[src/rtl/fifo_pkg.sv]
// rtl/fifo_pkg.sv - shared widths, skid-buffer state type and level-width helper
package fifo_pkg;

  localparam int FIFO_DATASIZE     = 8;
  localparam int FIFO_ADDRSIZE     = 4;
  localparam int FIFO_AFULL_THRESH = 12;

  typedef enum logic [1:0] {
    SK_EMPTY = 2'd0,
    SK_ONE   = 2'd1,
    SK_TWO   = 2'd2
  } skid_state_t;

  // One extra bit so the level can represent a completely full FIFO.
  function automatic int lvl_w(input int addrsize);
    return addrsize + 1;
  endfunction

endpackage

[src/rtl/wr_ingress_ctrl_if.sv]
// rtl/wr_ingress_ctrl_if.sv - producer, pointer-block and status signals of the write ingress
interface wr_ingress_ctrl_if #(
  parameter int DATASIZE = 8,
  parameter int ADDRSIZE = 4
);

  logic                s_valid;
  logic [DATASIZE-1:0] s_data;
  logic                s_ready;
  logic                full;
  logic [ADDRSIZE:0]   wptr;
  logic [ADDRSIZE:0]   rptr_q2;
  logic                winc;
  logic [DATASIZE-1:0] wdata;
  logic [ADDRSIZE:0]   wlevel;
  logic                almost_full;
  logic                ptr_err;

  modport slave (
    input  s_valid, s_data, full, wptr, rptr_q2,
    output s_ready, winc, wdata, wlevel, almost_full, ptr_err
  );

  modport master (
    output s_valid, s_data, full, wptr, rptr_q2,
    input  s_ready, winc, wdata, wlevel, almost_full, ptr_err
  );

endinterface

[src/rtl/gray2bin.sv]
// rtl/gray2bin.sv - combinational Gray to binary conversion
module gray2bin #(
  parameter int W = 5
) (
  input  logic [W-1:0] i_gray,
  output logic [W-1:0] o_bin
);

  // Each binary bit is the XOR of all Gray bits from the MSB down to it.
  always_comb begin
    o_bin = '0;
    for (int k = 0; k < W; k++) begin
      o_bin[k] = ^(i_gray >> k);
    end
  end

endmodule

[src/rtl/wr_ingress_ctrl.sv]
// rtl/wr_ingress_ctrl.sv - write-domain ingress: 2-entry skid buffer feeding winc/wdata
// plus registered fill level, almost_full and sticky pointer-error flag
module wr_ingress_ctrl
  import fifo_pkg::*;
#(
  parameter int DATASIZE     = FIFO_DATASIZE,
  parameter int ADDRSIZE     = FIFO_ADDRSIZE,
  parameter int AFULL_THRESH = FIFO_AFULL_THRESH
) (
  input  logic              write_clk,
  input  logic              wrst_n,
  wr_ingress_ctrl_if.slave  bus
);

  localparam int LW = lvl_w(ADDRSIZE);
  localparam logic [LW-1:0] THRESH = LW'(AFULL_THRESH);
  localparam logic [LW-1:0] DEPTH  = LW'(1 << ADDRSIZE);

  skid_state_t         r_state;
  skid_state_t         w_nxt_state;
  logic                r_out_v;
  logic [DATASIZE-1:0] r_out_d;
  logic                r_sk_v;
  logic [DATASIZE-1:0] r_sk_d;
  logic                r_s_ready;
  logic                w_accept;
  logic                w_drain;

  logic [LW-1:0]       w_wb;
  logic [LW-1:0]       w_rb;
  logic [LW-1:0]       w_diff;
  logic [LW-1:0]       r_wlevel;
  logic                r_almost_full;
  logic                r_ptr_err;

  assign w_accept = bus.s_valid & r_s_ready;
  assign w_drain  = r_out_v & ~bus.full;

  assign bus.s_ready     = r_s_ready;
  assign bus.winc        = w_drain;
  assign bus.wdata       = r_out_d;
  assign bus.wlevel      = r_wlevel;
  assign bus.almost_full = r_almost_full;
  assign bus.ptr_err     = r_ptr_err;

  always_comb begin
    w_nxt_state = r_state;
    case (r_state)
      SK_EMPTY: if (w_accept) w_nxt_state = SK_ONE;
      SK_ONE: begin
        if (w_accept && !w_drain)      w_nxt_state = SK_TWO;
        else if (!w_accept && w_drain) w_nxt_state = SK_EMPTY;
      end
      SK_TWO:   if (w_drain) w_nxt_state = SK_ONE;
      default:  w_nxt_state = SK_EMPTY;
    endcase
  end

  always_ff @(posedge write_clk or negedge wrst_n) begin
    if (!wrst_n) begin
      r_state   <= SK_EMPTY;
      r_out_v   <= 1'b0;
      r_out_d   <= '0;
      r_sk_v    <= 1'b0;
      r_sk_d    <= '0;
      r_s_ready <= 1'b0;
    end else begin
      r_state   <= w_nxt_state;
      r_s_ready <= (w_nxt_state != SK_TWO);
      case (r_state)
        SK_EMPTY: begin
          if (w_accept) begin
            r_out_v <= 1'b1;
            r_out_d <= bus.s_data;
          end
        end
        SK_ONE: begin
          if (w_accept && !w_drain) begin
            r_sk_v <= 1'b1;
            r_sk_d <= bus.s_data;
          end else if (w_accept && w_drain) begin
            r_out_d <= bus.s_data;
          end else if (w_drain) begin
            r_out_v <= 1'b0;
          end
        end
        SK_TWO: begin
          if (w_drain && r_sk_v) begin
            r_out_d <= r_sk_d;
            r_sk_v  <= 1'b0;
          end
        end
        default: begin
          r_out_v <= 1'b0;
          r_sk_v  <= 1'b0;
        end
      endcase
    end
  end

  gray2bin #(.W(LW)) u_wptr_g2b (.i_gray(bus.wptr),    .o_bin(w_wb));
  gray2bin #(.W(LW)) u_rptr_g2b (.i_gray(bus.rptr_q2), .o_bin(w_rb));

  // Modulo subtraction across the extra MSB handles pointer wrap.
  assign w_diff = w_wb - w_rb;

  always_ff @(posedge write_clk or negedge wrst_n) begin
    if (!wrst_n) begin
      r_wlevel      <= '0;
      r_almost_full <= 1'b0;
      r_ptr_err     <= 1'b0;
    end else begin
      r_wlevel      <= w_diff;
      r_almost_full <= (w_diff >= THRESH);
      if (w_diff > DEPTH) r_ptr_err <= 1'b1;
    end
  end

endmodule

[src/flat_wrapper.sv]
// flat-port wrapper written by rule: the top's interface ports become plain ports
module wr_ingress_ctrl_flat import fifo_pkg::*;
#(
  parameter int DATASIZE     = FIFO_DATASIZE,
  parameter int ADDRSIZE     = FIFO_ADDRSIZE,
  parameter int AFULL_THRESH = FIFO_AFULL_THRESH
)
  (write_clk, wrst_n, bus_s_valid, bus_s_data, bus_full, bus_wptr, bus_rptr_q2, bus_s_ready, bus_winc, bus_wdata, bus_wlevel, bus_almost_full, bus_ptr_err);
  wr_ingress_ctrl_if #(.DATASIZE(DATASIZE), .ADDRSIZE(ADDRSIZE)) bus_i ();
  input  logic write_clk;
  input  logic wrst_n;
  input wire logic [$bits(bus_i.s_valid)-1:0] bus_s_valid;
  input wire logic [$bits(bus_i.s_data)-1:0] bus_s_data;
  input wire logic [$bits(bus_i.full)-1:0] bus_full;
  input wire logic [$bits(bus_i.wptr)-1:0] bus_wptr;
  input wire logic [$bits(bus_i.rptr_q2)-1:0] bus_rptr_q2;
  output wire logic [$bits(bus_i.s_ready)-1:0] bus_s_ready;
  output wire logic [$bits(bus_i.winc)-1:0] bus_winc;
  output wire logic [$bits(bus_i.wdata)-1:0] bus_wdata;
  output wire logic [$bits(bus_i.wlevel)-1:0] bus_wlevel;
  output wire logic [$bits(bus_i.almost_full)-1:0] bus_almost_full;
  output wire logic [$bits(bus_i.ptr_err)-1:0] bus_ptr_err;
  assign bus_i.s_valid = bus_s_valid;
  assign bus_i.s_data = bus_s_data;
  assign bus_i.full = bus_full;
  assign bus_i.wptr = bus_wptr;
  assign bus_i.rptr_q2 = bus_rptr_q2;
  assign bus_s_ready = bus_i.s_ready;
  assign bus_winc = bus_i.winc;
  assign bus_wdata = bus_i.wdata;
  assign bus_wlevel = bus_i.wlevel;
  assign bus_almost_full = bus_i.almost_full;
  assign bus_ptr_err = bus_i.ptr_err;
  wr_ingress_ctrl #(.DATASIZE(DATASIZE), .ADDRSIZE(ADDRSIZE), .AFULL_THRESH(AFULL_THRESH)) u_core (.write_clk(write_clk), .wrst_n(wrst_n), .bus(bus_i));
endmodule
[config.mk]
export PLATFORM = sky130hd
export DESIGN_NAME = wr_ingress_ctrl_flat
export DESIGN_NICKNAME = d
export VERILOG_FILES = /design/src/rtl/fifo_pkg.sv /design/src/rtl/wr_ingress_ctrl_if.sv /design/src/rtl/gray2bin.sv /design/src/rtl/wr_ingress_ctrl.sv /design/src/flat_wrapper.sv
export SDC_FILE = /design/constraint.sdc
export NUM_CORES = 1
export LEC_CHECK = 0
export BUFFER_PORTS_ARGS = -buffer_cell sky130_fd_sc_hd__clkbuf_2
export CAP_MARGIN = 5
export CORE_MARGIN = 5
export CORE_UTILIZATION = 55
export DETAILED_ROUTE_END_ITERATION = 10
export GPL_TIMING_DRIVEN = 0
export PLACE_DENSITY = 0.84
export SLEW_MARGIN = 20
export SYNTH_ARGS = -nofsm -noshare
export SYNTH_HDL_FRONTEND = slang
export SYNTH_SLANG_ARGS = --single-unit
[constraint.sdc]
create_clock -name write_clk -period 3.7 [get_ports write_clk]
set_input_delay 0.185 -clock write_clk [delete_from_list [all_inputs] [get_ports write_clk]]
set_output_delay 0.185 -clock write_clk [all_outputs]
set_load 0.01 [all_outputs]
==> reports/summary.txt <==
Max clock buf depth: 2
Hold Path Class: input port to register
Syn-to-layout area delta: 19.7%
CP Class: input port to register
maximum clock rate: 0.415 GHz
clock skew: 0.00662 ns
worst-path maximum fanout: 3
initial antenna violation count: 0
sequential share of the synthesized area: 50.5%
FF+latch area: 701 µm²
Total GRT Usage: 16.6%
clk root buf: clkbuf_4
Rel. slew slack: 54.6%
CTS H-Tree Depth: 1
Syn Nets: 146
pre-CTS WS: 0.984 ns
most frequent cell after synthesis: dfrtp_1
clock buffer count from CTS: 3
HPWL Detailed: 2.04 mm
Die X: 60.3 µm
drt pass-1 iters: 4
share of cells above drive strength 1: 35.2%
fillers: 194
slowest stage cell, crit path: fa_1
EDFF count, synth: 0
Die H: 60.3 µm
nets@finish: 190
setup_tns: 0 ns
Reg clk slew, reported paths: 0.14 ns
Avg WL per Cell: 13.9 µm
endpoints failing setup: 0
slew at the pin with the worst max-slew slack: 0.681 ns
routability cong.: 0.820
vias in the first global route: 1031
dominant register cell in the synthesized netlist: dfrtp_1
synth top area cells: dfrtp_1 50%, mux2_2 6.5%, mux2i_1 5.8%
Final Hold Fails: 0
Multi-input gate area: 638 µm²
clk_lat worst skew: 0.32 ns
Core Area: 0.00245 mm²
Syn Inst Count: 119
final worst slack: 1.29 ns
via count: 1006
diode count: 0
wire length of the first global-routing pass: 4.49 mm
GR Util met1: 20.7%
Iteration-0 DRC Markers: 25
final period utilization: 65.2%
Final Critical Period: 2.41 ns
Initial Utilization: 56.6%
row count: 18
Post-synth top cells: 28 x dfrtp_1, 12 x nor2_1, 11 x a21oi_1
count of final max-slew check failures: 0
CP peak stage delay: 0.48 ns
Gates resized, CTS repair: 0
Die ar.: 0.00363 mm²
clock sinks: 28
met2 global-route usage: 29.9%
syn_area_per_cell: 11.7 µm²
Async SR Flop Fraction: 100%
TritonCTS clock tree: yes
largest net degree at the start of global routing: 29
leading area contributor after synthesis: dfrtp_1
post-layout util: 67.7%
busiest grt layer: met2
Critical Path Sink Type: register
Synth Cell Area: 0.00139 mm²
IR drop worst, VDD: 0.555 mV
yosys warns: 0
worst path cell trace: clkbuf_2 -> xnor2_1 -> xor2_1 -> xor2_1 -> xnor2_1 -> ha_1 -> fa_1 -> inv_1 -> or3_1 -> o32a_1
critical path required time: 3.92 ns
power density cells: 775 mW/mm²
leakage power: 0.787 nW
input/output buffers: 38
residual antenna-violating net count after detailed routing: 0
gr ovfl total: 0
outcome: complete, no violations
WP data arrival: 2.63 ns
met3 Use GR: 2.59%
Synth cell types: 33
RSZ-0062 raised after global routing: false
Seq cells post-synth: 28
top-level port count: 39
drt total wl: 2.67 mm
Synth top area share: 50.5%
Critical Path Start Type: input port
max_cap viols: 0
vias per inst: 5.24
DRC violations left: 0
[through the flow]
stage / hold slack, ns / std cells / total power, mW / cell area [µm²]
CTS: 0.0943 / 192 / 1.30 / 1660
global placement: 0.237 / 187 / 1.12 / 1620
finish: 0.0983 / 192 / 1.29 / 1660
floorplan: -0.111 / 119 / 0.960 / 1390
detailed placement: 0.252 / 187 / 1.16 / 1620
global route: 0.0747 / 192 / 1.40 / 1660
[kinds of logic after synthesis]
logic type / after synthesis / synth area share [%]
xor+xnor: 12 / 7.57
simple gates: 25 / 9.19
compound gates: 23 / 11.9
mux: 16 / 12.3
fa+ha+maj: 5 / 5.05
buf+inv: 10 / 3.60
flops: 28 / 50.5
[routing by layer]
metal	wire (µm)	up-vias
met2	1460	16
li1	-	497
met4	11	0
met3	93	2
met1	1100	491
met5	0	-
[final cells by class]
cell class | instances | share of cell area (%)
clock buffer | 4 | 2.18
timing repair buffer | 39 | 12.0
multi-input combinational | 81 | 38.4
sequential | 28 | 42.1
tap | 30 | 2.26
inverter | 6 | 1.35
buffer | 4 | 1.66
[layout by cell type, fill, tap and decap left out, types with 2 or more instances in the layout]
cell	Yosys	layout
a21o_1	2	2
a21oi_1	11	11
a21oi_2	2	2
clkbuf_2	0	38
clkbuf_4	0	3
dfrtp_1	28	28
ha_1	4	4
inv_1	6	6
mux2_2	8	8
mux2i_1	8	8
nand2_1	3	3
nand3b_1	2	2
nor2_1	12	12
o21ai_0	2	2
xnor2_1	5	5
xor2_1	7	7
[sequential cells by signal (all words and copies together), names as in the netlist]
| register | flops |
|---|---|
| u_core.bus.almost_full | 1 |
| u_core.bus.s_ready | 1 |
| u_core.bus.ptr_err | 1 |
| u_core.r_sk_v | 1 |
| u_core.r_state | 2 |
| u_core.r_out_v | 1 |
| u_core.bus.wlevel | 5 |
| u_core.r_sk_d | 8 |
| u_core.bus.wdata | 8 |
[critical path, delay by kind of cell]
kind	cells	cell delay, ns
xor gates and xnor gates	4	0.93
adders and majority gates	2	0.69
buffers and inverters	2	0.15
and+or+nand+nor	1	0.38
AOI/OAI and AO/OA	1	0.30
[path summary, 6_finish.rpt]
kind	from	endpoint	slack (ns)	cells past startpoint
worst min-delay path	bus_s_data[2]	u_core.r_sk_d[2]	0.1	2
worst max-delay path	bus_rptr_q2[4]	u_core.bus.ptr_err	1.29	10
min in group asynchronous	wrst_n	u_core.r_sk_v	0.41	2
max in group asynchronous	wrst_n	u_core.r_sk_d[5]	2.85	2
worst max register to register	u_core.r_state[1]	u_core.bus.wdata[2]	1.95	5
worst min register to register	u_core.r_sk_d[4]	u_core.r_sk_d[4]	0.53	1
[where the power goes]
part,internal [mW],total [mW],switching [mW]
registers,0.453,0.538,0.0849
logic,0.282,0.607,0.326
clock network,0.0601,0.143,0.0829
total,0.795,1.29,0.494
[what timing repair did]
item / in CTS / in global routing
setup endpoints to repair: 0 / 0
hold buffers: 1 / 0
buffers inserted: 0 / 0
hold endpoints to repair: 28 / 0
(Power assumes the default switching activity.)
